`config.mk`:
```
export PLATFORM = sky130hd
export DESIGN_NAME = benes_ctrl_loader
export DESIGN_NICKNAME = d
export VERILOG_FILES = /design/src/rtl/benes_ctrl_loader.sv
export SDC_FILE = /design/constraint.sdc
export NUM_CORES = 1
export LEC_CHECK = 0
export CORE_MARGIN = 5
export CORE_UTILIZATION = 25
export DETAILED_ROUTE_END_ITERATION = 12
export DONT_BUFFER_PORTS = 1
export GPL_ROUTABILITY_DRIVEN = 0
export MAX_ROUTING_LAYER = met4
export PLACE_DENSITY = 0.42
export SLEW_MARGIN = 20
export SYNTH_ARGS = -nofsm -noshare
export SYNTH_HDL_FRONTEND = slang
export SYNTH_SLANG_ARGS = --single-unit
```
`constraint.sdc`:
```
create_clock -name clk -period 2.7 [get_ports clk]
set_clock_uncertainty 0.15 [all_clocks]
set_input_delay 0.27 -clock clk [delete_from_list [all_inputs] [get_ports clk]]
set_output_delay 0.27 -clock clk [all_outputs]
set_load 0.05 [all_outputs]
```
`src/rtl/benes_ctrl_loader.sv`:
```
// Control-bit loader for a SIZE-port Benes network.
//
// Holds a shadow bank and an active bank of per-switch cross/bar bits.
// A host streams one control word per stage into the shadow bank. Once a
// complete set has been loaded, a commit request copies shadow into active
// in one step, but only while the network reports that it is drained.
//
// Ports:
//   clk, rst_n  : clock, asynchronous active-low reset
//   cfg_valid   : control word valid
//   cfg_ready   : loader accepts a word this cycle (LOAD state only)
//   cfg_stage   : target stage index of the word
//   cfg_bits    : per-switch bits, 1 = cross, 0 = bar
//   cfg_last    : final word of the set
//   commit_req  : level request to activate the loaded set
//   net_idle    : network pipeline empty
//   commit_ack  : one-cycle pulse, visible together with the new sw_ctrl
//   sw_ctrl     : active bank, bits [s*SWITCH_NUM +: SWITCH_NUM] drive stage s
//   cfg_err     : sticky set-level error, cleared by a commit or reset
//   cfg_epoch   : count of completed commits (wraps)
module benes_ctrl_loader #(
  parameter int SIZE       = 32,
  parameter int SWITCH_NUM = SIZE / 2,
  parameter int STAGE_NUM  = 2 * $clog2(SIZE) - 1,
  parameter int STG_W      = $clog2(STAGE_NUM),
  parameter int EPOCH_W    = 8
) (
  input  logic                            clk,
  input  logic                            rst_n,
  input  logic                            cfg_valid,
  output logic                            cfg_ready,
  input  logic [STG_W-1:0]                cfg_stage,
  input  logic [SWITCH_NUM-1:0]           cfg_bits,
  input  logic                            cfg_last,
  input  logic                            commit_req,
  input  logic                            net_idle,
  output logic                            commit_ack,
  output logic [STAGE_NUM*SWITCH_NUM-1:0] sw_ctrl,
  output logic                            cfg_err,
  output logic [EPOCH_W-1:0]              cfg_epoch
);

  typedef enum logic [1:0] {
    LOAD  = 2'd0,
    ARMED = 2'd1,
    SWAP  = 2'd2
  } state_t;

  state_t                            state_q, state_d;
  logic [STAGE_NUM*SWITCH_NUM-1:0]   shadow_q, shadow_d;
  logic [STAGE_NUM*SWITCH_NUM-1:0]   active_q, active_d;
  logic [STAGE_NUM-1:0]              mask_q, mask_d;
  logic [STAGE_NUM-1:0]              mask_upd;
  logic                              ack_q, ack_d;
  logic                              err_q, err_d;
  logic [EPOCH_W-1:0]                epoch_q, epoch_d;
  logic                              stage_ok;

  always_comb begin
    state_d   = state_q;
    shadow_d  = shadow_q;
    active_d  = active_q;
    mask_d    = mask_q;
    mask_upd  = mask_q;
    ack_d     = 1'b0;
    err_d     = err_q;
    epoch_d   = epoch_q;
    cfg_ready = 1'b0;
    stage_ok  = 32'(cfg_stage) < STAGE_NUM;

    case (state_q)
      LOAD: begin
        cfg_ready = 1'b1;
        if (cfg_valid) begin
          if (stage_ok) begin
            for (int unsigned s = 0; s < STAGE_NUM; s++) begin
              if (32'(cfg_stage) == s) begin
                shadow_d[s*SWITCH_NUM +: SWITCH_NUM] = cfg_bits;
                mask_upd[s] = 1'b1;
              end
            end
          end else begin
            err_d = 1'b1;
          end
          mask_d = mask_upd;
          // The completeness test includes the word accepted this cycle.
          if (cfg_last) begin
            if (&mask_upd) begin
              state_d = ARMED;
            end else begin
              err_d  = 1'b1;
              mask_d = '0;
            end
          end
        end
      end

      ARMED: begin
        if (commit_req && net_idle) begin
          state_d = SWAP;
        end
      end

      SWAP: begin
        active_d = shadow_q;
        mask_d   = '0;
        epoch_d  = epoch_q + EPOCH_W'(1);
        err_d    = 1'b0;
        ack_d    = 1'b1;
        state_d  = LOAD;
      end

      default: begin
        state_d = LOAD;
      end
    endcase
  end

  always_ff @(posedge clk or negedge rst_n) begin
    if (!rst_n) begin
      state_q  <= LOAD;
      shadow_q <= '0;
      active_q <= '0;
      mask_q   <= '0;
      ack_q    <= 1'b0;
      err_q    <= 1'b0;
      epoch_q  <= '0;
    end else begin
      state_q  <= state_d;
      shadow_q <= shadow_d;
      active_q <= active_d;
      mask_q   <= mask_d;
      ack_q    <= ack_d;
      err_q    <= err_d;
      epoch_q  <= epoch_d;
    end
  end

  assign sw_ctrl    = active_q;
  assign commit_ack = ack_q;
  assign cfg_err    = err_q;
  assign cfg_epoch  = epoch_q;

endmodule
```
# Yosys cells after proc, flatten, opt, wreduce, memory -nomap -nowiden
# Index checks and enable logic that the tools add are counted.
# word_totals
register_bits	309
latch_bits	0
ramBits	0
rom_bits	0
in_bits	26
out_inout_bits	155
wordCells	75
n_memories	0
# op_classes
add_sub_neg	1
mul	0
div	0
magnitude_cmp	1
n_eq_ne	14
shifts	0
muxes	28
n_bitwise	0
reduce_logical	16
# op_table
cell	n
2-to-1 mux 9 bit	6
AND reduction 4 bit	10
one-hot mux 9 bit (2 select lines)	1
equality test 4 x 3 -> 1 bit, second input constant	4
2-to-1 mux 1 bit	15
AND reduction 9 bit	1
adder 8 x 1 -> 8 bit, second input constant	1
equality test 4 x 2 -> 1 bit, second input constant	2
2-to-1 mux 2 bit	4
inequality test 2 bit, second input constant	4
equality test 4 x 1 -> 1 bit, second input constant	1
equality test 4 bit, second input constant	1
zero test 4 bit	1
less-than comparator 4 bit, second input constant	1
one-hot mux 2 bit (2 select lines)	1
equality test 2 x 1 -> 1 bit, second input constant	1
equality test 2 bit, second input constant	1
zero test 2 bit	1
one-hot mux 1 bit (2 select lines)	1
AND reduction 2 bit	1
nonzero test 2 bit	1
logical AND 1 bit	1

# Logic depth before layout (Yosys ltp)
# depth
word_depth	10
ltp_mapped	9
depth_no_buf	6

# Least setup slack after synthesis
# No wires, ideal clock.
# synth_timing
kind	flip-flop to flip-flop
startpoint	register state_q[1]
endpoint	register shadow_q[55]
setup_ns	0.125
arrival_time_ns	2.050
t_required_ns	2.425
slack_ns	0.375
path_stages_with_launch	7
n_path_buf	1
period_less_slack_ns	2.325
cell_sequence	dfrtp_1 nor2_2 nand2_2 nor3_4 nand3_4 buf_6 mux2_4
# synth_via
elab_chain_cells	2
# synth_lines
item	line_no	rtl
start, declared	49	state_t state_q, state_d;
start signal, assigned	129	state_q <= state_d;
zero test 2 bit	71	case (state_q)
AND reduction 4 bit (no line)	--	
end signal, assigned	130	shadow_q <= shadow_d;
end, declared	50	logic [STAGE_NUM*SWITCH_NUM-1:0] shadow_q, shadow_d;
# No other way between the ends.
# A chain may end at the register's enable or synchronous reset.

# Worst setup path in the final report
# layout_timing
startpoint	register state_q[1]
endpoint	register shadow_q[14]
# The elaborated chain is that of the path after synthesis.

==> impl_metrics.csv <==
group,metric,value,unit
route,num_vias,7262,
timing,fmax,407,MHz
grt,gr-total-overflow,0,
pwr,p_leak,6.95,nW
finish,final_cell_mix,"nand2_1 (448), dfrtp_1 (309), mux2_2 (127)",
route,drt_iter0_markers,266,
timing,slew_headroom,28.9,%
timing,period_needed,2.46,ns
logic_synthesis,avgSynthCellArea,11.7,µm²
logic_synthesis,yosysUniqueCellTypes,44,
run,drv_cap,0,
logic_synthesis,synth_xor_xnor_area_share,0.516,%
timing,tightest_slew,1.06,ns
logic_synthesis,seq_area_frac_synth,65.1,%
die,fp.dieW,228,µm
clock_tree,worstSkewPairLatency,0.53,ns
outcome,status,"finished with violations",
critical_path,path_buf_inv,1,
route,dr.pass1.iters,4,
grt,grtUsageTotal,14.1,%
pwr,power_density,798,nW/µm²
die,ios,181,
die,dieArea,51900,µm²
critical_path,worstSetupPathType,"reg -> reg",
logic_synthesis,synth_compound_area_share,1.16,%
finish,fin_area,14000,µm²
placement,placed_area,12500,µm²
critical_path,cp_max_fo,17,
die,core.rowCount,79,
logic_synthesis,synth_edf_count,0,
clock_tree,cts_tree,"done",
critical_path,arrival,2.71,ns
critical_path,crit_chain,"nor2_2 > nand2_2 > nor3_4 > dlygate4sd3_1 > nand2_4 > mux2_2",
timing,whs,-0.699,ns
timing,setup_ws,0.243,ns
logic_synthesis,synth_fa_ha_area_share,0.105,%
logic_synthesis,synth.net_count,1045,
hold_path,hold_class,"in -> async",
pwr,p_total,11.1,mW
placement,portBuffers,0,
outcome,violations,"hold timing",
logic_synthesis,syn_inst,1018,
critical_path,crit_path_end_kind,"register",
logic_synthesis,synth_area,11900,µm²
clock_tree,ctsResizeCount,0,
critical_path,crit_slowest_cell,"dlygate4sd3_1",
finish,areaGrowthSynthToFinish,17.5,%
logic_synthesis,synth_mux_area_share,14.3,%
route,ant_nets,0,
route,drc,0,
logic_synthesis,yosysWarnings,0,
grt,grt_antenna_before_repair,8,
placement,dpl.hpwl,19600,µm
clock_tree,clk_path_buf_depth,3,
logic_synthesis,synth_top_family_by_area,"simple AND/OR/NAND/NOR gates",
finish,final_common_cell,"nand2_1",
timing,hold_violations,309,
logic_synthesis,async_flop_share,100,%
timing,slew_violations,0,
timing,finalCritPeriodShare,91.0,%
route,routedWlPerCell,21.1,µm
logic_synthesis,synth_flop_cell,"dfrtp_1",
clock_tree,clock_tree.root_cell,"clkbuf_16",
logic_synthesis,ys_seq_elements,309,
route,avgViaCountPerCell,4.33,
clock_tree,h-tree-depth,2,
logic_synthesis,yosys.area_share.simple,16.6,%
timing,setup_violations,0,
clock_tree,clkTransAtPathRegs,0.06,ns
route,routed_wl,35500,µm
placement,dpl_worst_slack,0.491,ns
clock_tree,cts_setup_buffers,0,
clock_tree,ctsHoldBuffers,26,
timing,setup_tns,0,ns
grt,grt_pass1_vias,7681,
clock_tree,cts_buffers,37,
finish,nets,1069,
grt,grt_max_degree,310,
grt,grt_pass1_wl,53400,µm
critical_path,slowest_delay,0.65,ns
die,core,46800,µm²
finish,final_layout_size_suffix_gt1_share,21.1,%
clock_tree,clock_sinks,309,
critical_path,crit_family,"simple AND/OR/NAND/NOR gates",
critical_path,required,2.96,ns
pwr,peakVddDrop,0.339,mV
critical_path,start_kind,"register",
die,fp.dieH,228,µm
timing,rsz0062_at_grt,"no",
die,start_util,25.4,%
## logic make-up (layout without fill, tap and decap cells)
family,Yosys count,count (layout)
other cells,0,6
buf+inv,49,97
mux,145,145
fa+ha+maj,1,1
flops,309,309
compound gates,21,21
xor+xnor,7,7
simple gates,486,486
## sequential cells by signal, indices dropped and copies added, names as in the netlist
signal      flops
shadow_q      144
commit_ack      1
cfg_err         1
sw_ctrl       144
mask_q          9
state_q         2
cfg_epoch       8
## layout make-up
type / instances / area (µm²)
fill: 4896 / 32800
sequential: 309 / 7730
multi-input combinational: 660 / 3890
clock buffer: 48 / 1020
tap: 607 / 759
timing repair buffer: 32 / 330
clock inverter: 15 / 195
antenna: 6 / 15.0
inverter: 2 / 12.5
## through the flow
step | std cells | util [%] | hold slack (ns)
floorplan | 1018 | - | -0.176
global placement | 1584 | 26.7 | -0.166
detailed placement | 1584 | 26.7 | -0.168
CTS | 1673 | 29.8 | -0.757
global route | 1675 | 29.8 | -0.749
finish | 1679 | 29.8 | -0.699
## where the power goes
group          internal (mW)  switching [mW]  total (mW)
Clock                   3.05            2.00        5.04
Sequential              5.14           0.255        5.40
Combinational          0.449           0.247       0.696
## worst paths after layout
kind                               from           end  slack (ns)  cells past startpoint
max in group asynchronous         rst_n  sw_ctrl[141]        2.50                      0
min                               rst_n  shadow_q[65]       -0.70                      0
max                          state_q[1]  shadow_q[14]        0.24                      6
min in group clk           cfg_stage[2]     mask_q[1]        0.03                      3
max reg2reg                  state_q[1]  shadow_q[14]        0.24                      6
min reg2reg                shadow_q[71]   sw_ctrl[71]        0.31                      2
## synth_stat cells, types with 3 or more instances
| cell type | count | share of area, % |
|---|---|---|
| nor2_1 | 5 | 0.16 |
| a21oi_1 | 9 | 0.38 |
| buf_2 | 4 | 0.17 |
| nand2_1 | 448 | 14 |
| buf_4 | 4 | 0.25 |
| nand2_2 | 4 | 0.21 |
| nand2_4 | 3 | 0.28 |
| nand3_1 | 3 | 0.13 |
| xnor2_1 | 6 | 0.44 |
| mux2_4 | 18 | 2.3 |
| nand4_1 | 3 | 0.16 |
| o21ai_0 | 3 | 0.13 |
| clkbuf_1 | 28 | 0.89 |
| buf_6 | 5 | 0.47 |
| mux2_2 | 127 | 12 |
| dfrtp_1 | 309 | 65 |
| buf_1 | 5 | 0.16 |
| nand3b_1 | 3 | 0.19 |
## per-layer routing
| metal | global-route usage [%] | part of all wire [%] |
|---|---|---|
| met5 | - | 0 |
| met3 | 3.96 | 6.0 |
| met4 | 4.05 | 2.0 |
| met1 | 18.0 | 45 |
| met2 | 22.1 | 47 |
Power figures use the tool's default switching activity.
